File: config.mk
export PLATFORM = sky130hd
export DESIGN_NAME = nibble_serial_add_ctrl
export DESIGN_NICKNAME = d
export VERILOG_FILES = /design/src/rtl/nibble_serial_add_ctrl_pkg.sv /design/src/rtl/nibble_serial_add_ctrl_cla.sv /design/src/rtl/nibble_serial_add_ctrl.sv
export SDC_FILE = /design/constraint.sdc
export NUM_CORES = 1
export LEC_CHECK = 0
export BUFFER_PORTS_ARGS = -buffer_cell sky130_fd_sc_hd__buf_2
export CAP_MARGIN = 20
export CELL_PAD_IN_SITES_DETAIL_PLACEMENT = 0
export CELL_PAD_IN_SITES_GLOBAL_PLACEMENT = 1
export CORE_UTILIZATION = 46
export DETAILED_ROUTE_END_ITERATION = 8
export HOLD_SLACK_MARGIN = 0.02
export PLACE_DENSITY = 0.95
export SYNTH_ARGS = -nofsm -noshare
export SYNTH_HDL_FRONTEND = slang
export SYNTH_SLANG_ARGS = --single-unit
export TNS_END_PERCENT = 30
File: constraint.sdc
create_clock -name clk -period 7.6 [get_ports clk]
set_input_delay 0.76 -clock clk [delete_from_list [all_inputs] [get_ports clk]]
set_output_delay 0.76 -clock clk [all_outputs]
set_load 0.005 [all_outputs]
File: src/rtl/nibble_serial_add_ctrl_pkg.sv
// nibble_serial_add_ctrl_pkg: shared states, nibble width and index-width helper
package nibble_serial_add_ctrl_pkg;
  typedef enum logic [1:0] {IDLE = 2'b00, RUN = 2'b01, DONE = 2'b10} state_t;
  localparam int NIBBLE_W = 4;
  function automatic int idx_w(input int n);
    return (n <= 1) ? 1 : $clog2(n);
  endfunction
endpackage

File: src/rtl/nibble_serial_add_ctrl_cla.sv
// cla_add_4bit: 4-bit carry-lookahead adder slice
module cla_add_4bit (
  input  logic [3:0] a,
  input  logic [3:0] b,
  input  logic       cin,
  output logic [3:0] s,
  output logic       cout
);
  logic [3:0] g, p;
  logic [4:0] c;
  always_comb begin
    g = a & b;
    p = a ^ b;
    c[0] = cin;
    c[1] = g[0] | (p[0] & cin);
    c[2] = g[1] | (p[1] & g[0]) | (p[1] & p[0] & cin);
    c[3] = g[2] | (p[2] & g[1]) | (p[2] & p[1] & g[0]) | (p[2] & p[1] & p[0] & cin);
    c[4] = g[3] | (p[3] & g[2]) | (p[3] & p[2] & g[1]) | (p[3] & p[2] & p[1] & g[0])
         | (p[3] & p[2] & p[1] & p[0] & cin);
    s = p ^ c[3:0];
    cout = c[4];
  end
endmodule

File: src/rtl/nibble_serial_add_ctrl.sv
// nibble_serial_add_ctrl: serial add/subtract, one nibble per clock through a shared 4-bit CLA
module nibble_serial_add_ctrl
  import nibble_serial_add_ctrl_pkg::*;
#(
  parameter int NIBBLES = 4,
  localparam int WIDTH = 4 * NIBBLES
) (
  input  logic             clk,
  input  logic             rst,
  input  logic             start_valid,
  output logic             start_ready,
  input  logic [WIDTH-1:0] op_a,
  input  logic [WIDTH-1:0] op_b,
  input  logic             cin,
  input  logic             sub,
  output logic             res_valid,
  input  logic             res_ready,
  output logic [WIDTH-1:0] result,
  output logic             cout,
  output logic             overflow,
  output logic             busy
);
  localparam int IW = idx_w(NIBBLES);
  state_t state_q, state_d;
  logic [IW-1:0] idx_q, idx_d;
  logic [WIDTH-1:0] a_q, a_d, b_q, b_d, res_q, res_d;
  logic carry_q, carry_d, cout_q, cout_d, ovf_q, ovf_d, sr_q, sr_d;
  logic [3:0] a_nib, b_nib, sum;
  logic c_out;
  assign a_nib = a_q[NIBBLE_W*int'(idx_q) +: NIBBLE_W];
  assign b_nib = b_q[NIBBLE_W*int'(idx_q) +: NIBBLE_W];
  cla_add_4bit u_cla (.a(a_nib), .b(b_nib), .cin(carry_q), .s(sum), .cout(c_out));
  always_comb begin
    state_d = state_q;
    idx_d = idx_q;
    a_d = a_q;
    b_d = b_q;
    res_d = res_q;
    carry_d = carry_q;
    cout_d = cout_q;
    ovf_d = ovf_q;
    sr_d = sr_q;
    if (state_q == IDLE) begin
      sr_d = 1'b1;
      if (start_valid && sr_q) begin
        a_d = op_a;
        b_d = op_b ^ {WIDTH{sub}};
        carry_d = sub | cin;
        res_d = '0;
        idx_d = '0;
        sr_d = 1'b0;
        state_d = RUN;
      end
    end else if (state_q == RUN) begin
      res_d[NIBBLE_W*int'(idx_q) +: NIBBLE_W] = sum;
      carry_d = c_out;
      idx_d = idx_q + 1'b1;
      if (idx_q == IW'(NIBBLES - 1)) begin
        cout_d = c_out;
        ovf_d = (a_q[WIDTH-1] == b_q[WIDTH-1]) && (sum[3] != a_q[WIDTH-1]);
        idx_d = '0;
        state_d = DONE;
      end
    end else if (state_q == DONE) begin
      state_d = res_ready ? IDLE : DONE;
      sr_d = res_ready;
    end else begin
      state_d = IDLE;
    end
  end
  always_ff @(posedge clk or posedge rst) begin
    if (rst) begin
      state_q <= IDLE;
      idx_q <= '0;
      a_q <= '0;
      b_q <= '0;
      res_q <= '0;
      carry_q <= 1'b0;
      cout_q <= 1'b0;
      ovf_q <= 1'b0;
      sr_q <= 1'b0;
    end else begin
      state_q <= state_d;
      idx_q <= idx_d;
      a_q <= a_d;
      b_q <= b_d;
      res_q <= res_d;
      carry_q <= carry_d;
      cout_q <= cout_d;
      ovf_q <= ovf_d;
      sr_q <= sr_d;
    end
  end
  assign start_ready = sr_q;
  assign res_valid = (state_q == DONE);
  assign busy = (state_q != IDLE);
  assign result = res_q;
  assign cout = cout_q;
  assign overflow = ovf_q;
endmodule

After elaboration in Yosys (flattened, before gate mapping)
Index checks and enable logic that the tools add are counted. Widths: inputs -> output; s select.

Register bits: 56. Input bits: 38. Output and inout bits: 21. Word-level logic and storage cells: 87.

Add/sub/neg operators: 2. Eq/ne operators: 8. Shift-type cells: 4. Muxes and demuxes: 21. Bitwise operators: 32. Reductions and logical operators: 11.

Operators with widths (count): $mux 16 (3); $neg 4->33 (1); $shift 4x33->16 const A (1); $shiftx 4x33->16 (1); $shiftx 16x5->4 (2); $mux 2 (10); $and 1x1->1 (16); $bwmux 16 (1); $xor 16x16->16 (1); $or 1x1->1 (11); $reduce_and 2->1 (4); $xor 4x4->4 (2); $mux 1 (7); $reduce_bool 2->1 (3); $and 4x4->4 (1); $eq 2x2->1 const B (2); $ne 3x2->1 const B (1); $reduce_and 3->1 (1); $add 2x1->2 const B (1); $eq 2x1->1 const B (1); $logic_and 1x1->1 (2); $logic_not 2->1 (1); $ne 2x1->1 const B (1); $ne 2x2->1 const B (1); 3 further kinds (3).

Depth between registers and ports, before layout
Depth in word-level cells: 11. Gate-level depth with buffers: 8. Gate-level depth less buffers: 7.

Hierarchy
Synthesis repeated with hierarchy kept, for this count alone.

Cells, all modules: 237. Area, all modules: 2895.3 um^2.

Modules (own cells, without submodules): nibble_serial_add_ctrl (instances 1, cells an instance 220, area an instance 2747.6 um^2, sequential area each 1401.3 um^2); cla_add_4bit (instances 1, cells an instance 17, area an instance 147.6 um^2, sequential area each 0.0 um^2).

Worst setup path before layout
Ideal clock, no wire load.

Path kind: reg-to-reg. Start: register idx_q[0]. End: register ovf_q (netlist: overflow). Setup time: 0.123 ns. Arrival: 2.419 ns. Data required time: 7.477 ns. Setup slack: 5.058 ns. Stages on the path, launching flop included: 9. Buffers on the path: 1. Period minus slack after synthesis: 2.542 ns. Path through: dfrtp_1 buf_2 mux4_2 ha_1 a211oi_1 o21bai_2 xor2_2 mux2i_1 o21ai_1.

Longest elaborated chain between the ends: 9. Elaborated cells on any way between the ends: 17. Classes of those cells: 2 x eq/ne; 2 x shift; 11 x bitwise; 2 x reduce/logical.

Ends and longest elaborated chain: from (decl) (RTL line nibble_serial_add_ctrl.sv:25) `logic [IW-1:0] idx_q, idx_d;`; from (signal assigned) (RTL line nibble_serial_add_ctrl.sv:84) `idx_q <= idx_d;`; $shiftx 16x5->4 (on tied branches) (RTL line nibble_serial_add_ctrl.sv:30, nibble_serial_add_ctrl.sv:31); $xor 4x4->4 / $and 4x4->4 (equally long branches) (RTL line nibble_serial_add_ctrl_cla.sv:13, nibble_serial_add_ctrl_cla.sv:12); $and 1x1->1 (RTL line nibble_serial_add_ctrl_cla.sv:17) `c[3] = g[2] | (p[2] & g[1]) | (p[2] & p[1] & g[0]) | (p[2] & p[1] & p[0] & cin);`; $or 1x1->1 / $and 1x1->1 (equally long branches) (2 in series) (RTL line nibble_serial_add_ctrl_cla.sv:17); $or 1x1->1 (RTL line nibble_serial_add_ctrl_cla.sv:17); $xor 4x4->4 (RTL line nibble_serial_add_ctrl_cla.sv:20) `s = p ^ c[3:0];`; $ne 1x1->1 (RTL line nibble_serial_add_ctrl.sv:60) `ovf_d = (a_q[WIDTH-1] == b_q[WIDTH-1]) && (sum[3] != a_q[WIDTH-1]);`; $logic_and 1x1->1 (RTL line nibble_serial_add_ctrl.sv:60); to (signal assigned) (RTL line nibble_serial_add_ctrl.sv:90) `ovf_q <= ovf_d;`; to (decl) (RTL line nibble_serial_add_ctrl.sv:27) `logic carry_q, carry_d, cout_q, cout_d, ovf_q, ovf_d, sr_q, sr_d;`.

Parallel ways exist; a longest one is shown, timed or not. A chain may end at the register's enable or synchronous reset.

Worst setup path after layout
Same ends and word-level chain as after synthesis.

==> impl_metrics.env <==
export IMPL_yosys_register_bits=56
export IMPL_p_seq_frac=0.358
export IMPL_die_w_um=79.4
export IMPL_drtIter0Drc=79
export IMPL_synthTopCellsByArea="dfrtp_1, mux4_2, xnor2_1"
export IMPL_synth_edf_count=0
export IMPL_synth_nets=269
export IMPL_h_tree_depth=2
export IMPL_powerDensity_mw_per_mm2=474
export IMPL_die_area_mm2=0.00630
export IMPL_cts_tree="yes"
export IMPL_synth_top_cell_by_area="dfrtp_1"
export IMPL_maxSlewHeadroom=0.538
export IMPL_combPwrFrac=0.514
export IMPL_dr_pass1_iters=4
export IMPL_grt_overflow=0
export IMPL_crit_fanout=15
export IMPL_grt_pass1_vias=1787
export IMPL_worstPathCellList="mux4_2 > ha_1 > a211oi_1 > o21bai_2 > xor2_2 > mux2i_1 > o21ai_1"
export IMPL_worst_pin_slew_ns=0.692
export IMPL_peakVddDrop_mv=0.258
export IMPL_async_flop_share=1.00
export IMPL_wire_per_inst_um=14.8
export IMPL_swShare=0.404
export IMPL_clk_path_buf_depth=2
export IMPL_p_int_mw=0.899
export IMPL_routabilityCongestion=0.786
export IMPL_synth_main_ff_cell="dfrtp_1"
export IMPL_cts_sinks=56
export IMPL_path_clk_slew_ns=0.10
export IMPL_fmax_mhz=355
export IMPL_syn2layout_area_growth_pct=15.4
export IMPL_die_h_um=79.4
export IMPL_yosysWarnings=0
export IMPL_finalPower_mw=1.51
export IMPL_power_switching_mw=0.610
export IMPL_ios=59
export IMPL_finalHoldViolations=0
export IMPL_hold_buffers=0
export IMPL_grt_pass1_wl_um=8360
export IMPL_core_area_mm2=0.00564
export IMPL_fin_ws_ns=4.78
export IMPL_cp_arrival_ns=3.02
export IMPL_post_place_ws_ns=4.73
export IMPL_drive_above_1_share=0.355
export IMPL_io_buffers=58
export IMPL_drc_errors=0
export IMPL_clock_power_share=0.128
export IMPL_ctsResizeCount=0
export IMPL_cts_root_buf="clkbuf_8"
export IMPL_antennaDiodeCount=0
export IMPL_outcome="completed"
export IMPL_cap_violations=0
export IMPL_grt_use_total=0.176
export IMPL_synth_most_common_cell="dfrtp_1"
export IMPL_antenna_found_initial=0
export IMPL_syn_inst=221
export IMPL_clock_latency_ns=0.31
export IMPL_detailroute_via_count=1869
export IMPL_fin_nets=323
export IMPL_hpwl_um=3730
export IMPL_netlist_top_cells_count="dfrtp_1, a21oi_1, nor2_1"
export IMPL_critPathKind="reg2reg"
export IMPL_cp_end_kind="register"
export IMPL_required_ns=7.81
export IMPL_grt_max_degree=57
export IMPL_setup_violations=0
export IMPL_rsz0062_at_grt="no"
export IMPL_syn_area_mm2=0.00276
export IMPL_seq_area_frac_synth=0.509
export IMPL_slowest_delay_ns=0.79
export IMPL_hold_class="reg2reg"
export IMPL_start_util=0.488
export IMPL_setup_tns_ns=0
export IMPL_ys_types=37
export IMPL_skew_ns=0.0112
export IMPL_cts_made_buffers=5
export IMPL_rows=27
export IMPL_syn_area_per_cell_um2=12.5
export IMPL_ant_nets=0
export IMPL_crit_slowest_cell="dfrtp_1"
export IMPL_fin_crit_sh=0.371
export IMPL_period_needed_ns=2.82
export IMPL_startpoint_type="register"
export IMPL_finalWirelength_um=5140
export IMPL_viasPerCell=5.37
export IMPL_cts_setup_buffers=0
export IMPL_yosys_area_top_type_share=0.509
export IMPL_leakage_nw=1.48
export IMPL_slew_viol_final=0
==> cells in the final DEF (no fill, tap or decap), types with 2 or more instances in the layout <==
cell type   n
buf_2      58
a21o_1      2
nor2_1     18
a22o_1     16
mux2_4      4
a21oi_1    21
mux2_2     12
xnor2_1    17
nor2b_1     2
and4_1      2
nand2b_1    3
ha_1        9
o21ai_1     2
mux4_2      8
o31ai_1     2
dfrtp_1    56
o21ai_0     6
clkbuf_8    5
nand2_1    10
inv_1       2
==> layer usage <==
| layer | up-vias | track usage | share of wire | wire length (um) |
|---|---|---|---|---|
| met1 | 927 | 0.226 | 0.45 | 2320 |
| met4 | 0 | 0.0545 | 0.010 | 53 |
| met2 | 42 | 0.297 | 0.50 | 2560 |
| li1 | 893 | - | - | - |
| met3 | 7 | 0.0389 | 0.042 | 214 |
| met5 | - | 0 | 0 | 0 |
==> final timing paths <==
| kind | from | endpoint | slack (ns) | cells past startpoint |
|---|---|---|---|---|
| hold reg to reg | cout | cout | 0.51 | 2 |
| setup reg to reg | idx_q[0] | overflow | 4.78 | 7 |
| min in group asynchronous | rst | result[12] | 0.63 | 3 |
| setup / recovery | idx_q[0] | overflow | 4.78 | 7 |
| hold / removal | cout | cout | 0.51 | 2 |
| max in group asynchronous | rst | b_q[7] | 6.51 | 3 |
==> cell type report <==
class / instances / area, um2
Clock buffer: 6 / 72.6
Clock inverter: 2 / 35.0
Fill cell: 505 / 2460
Inverter: 3 / 11.3
Multi-Input combinational cell: 149 / 1250
Sequential cell: 56 / 1400
Tap cell: 72 / 90.1
Timing Repair Buffer: 60 / 318
==> power by group through the flow <==
stage | registers [mW] | clock network, mW | logic, mW
finish | 0.541 | 0.193 | 0.776
global route | 0.563 | 0.207 | 0.854
detailed placement | 0.551 | 0 | 0.771
CTS | 0.544 | 0.196 | 0.775
floorplan | 0.499 | 0 | 0.622
global placement | 0.545 | 0 | 0.735
==> worst max-delay path: cells and delay by family (launching register included) <==
family                   cells  cell delay [ns]
multiplexers                 2             0.86
flip-flops                   1             0.79
AO/OA/AOI/OAI                3             0.48
adder cells (fa/ha/maj)      1             0.33
XOR/XNOR                     1             0.26
==> flip-flops by register name, indices dropped and copies added, names as in the netlist <==
| name | cells |
|---|---|
| state_q | 2 |
| idx_q | 2 |
| start_ready | 1 |
| overflow | 1 |
| carry_q | 1 |
| cout | 1 |
| result | 16 |
| a_q | 16 |
| b_q | 16 |
==> cell families after synthesis <==
logic type               Yosys count  synth area share
buffers and inverters             16            0.0368
flip-flops                        56             0.509
AO/OA/AOI/OAI                     53             0.126
XOR/XNOR                          19            0.0631
adder cells (fa/ha/maj)           10            0.0481
multiplexers                      25             0.140
AND/OR/NAND/NOR                   42            0.0772
==> metrics by stage <==
step / instance area, um2 / hold slack, ns / util / instances
3_5_place_dp: 3050 / 0.487 / 0.541 / 339
3_3_place_gp: 3050 / 0.479 / 0.541 / 339
2_1_floorplan: 2760 / 0.473 / - / 221
6_report: 3180 / 0.508 / 0.564 / 348
5_1_grt: 3180 / 0.521 / 0.564 / 348
4_1_cts: 3160 / 0.508 / 0.560 / 347
Note: power is estimated with default switching activity, not from simulation.
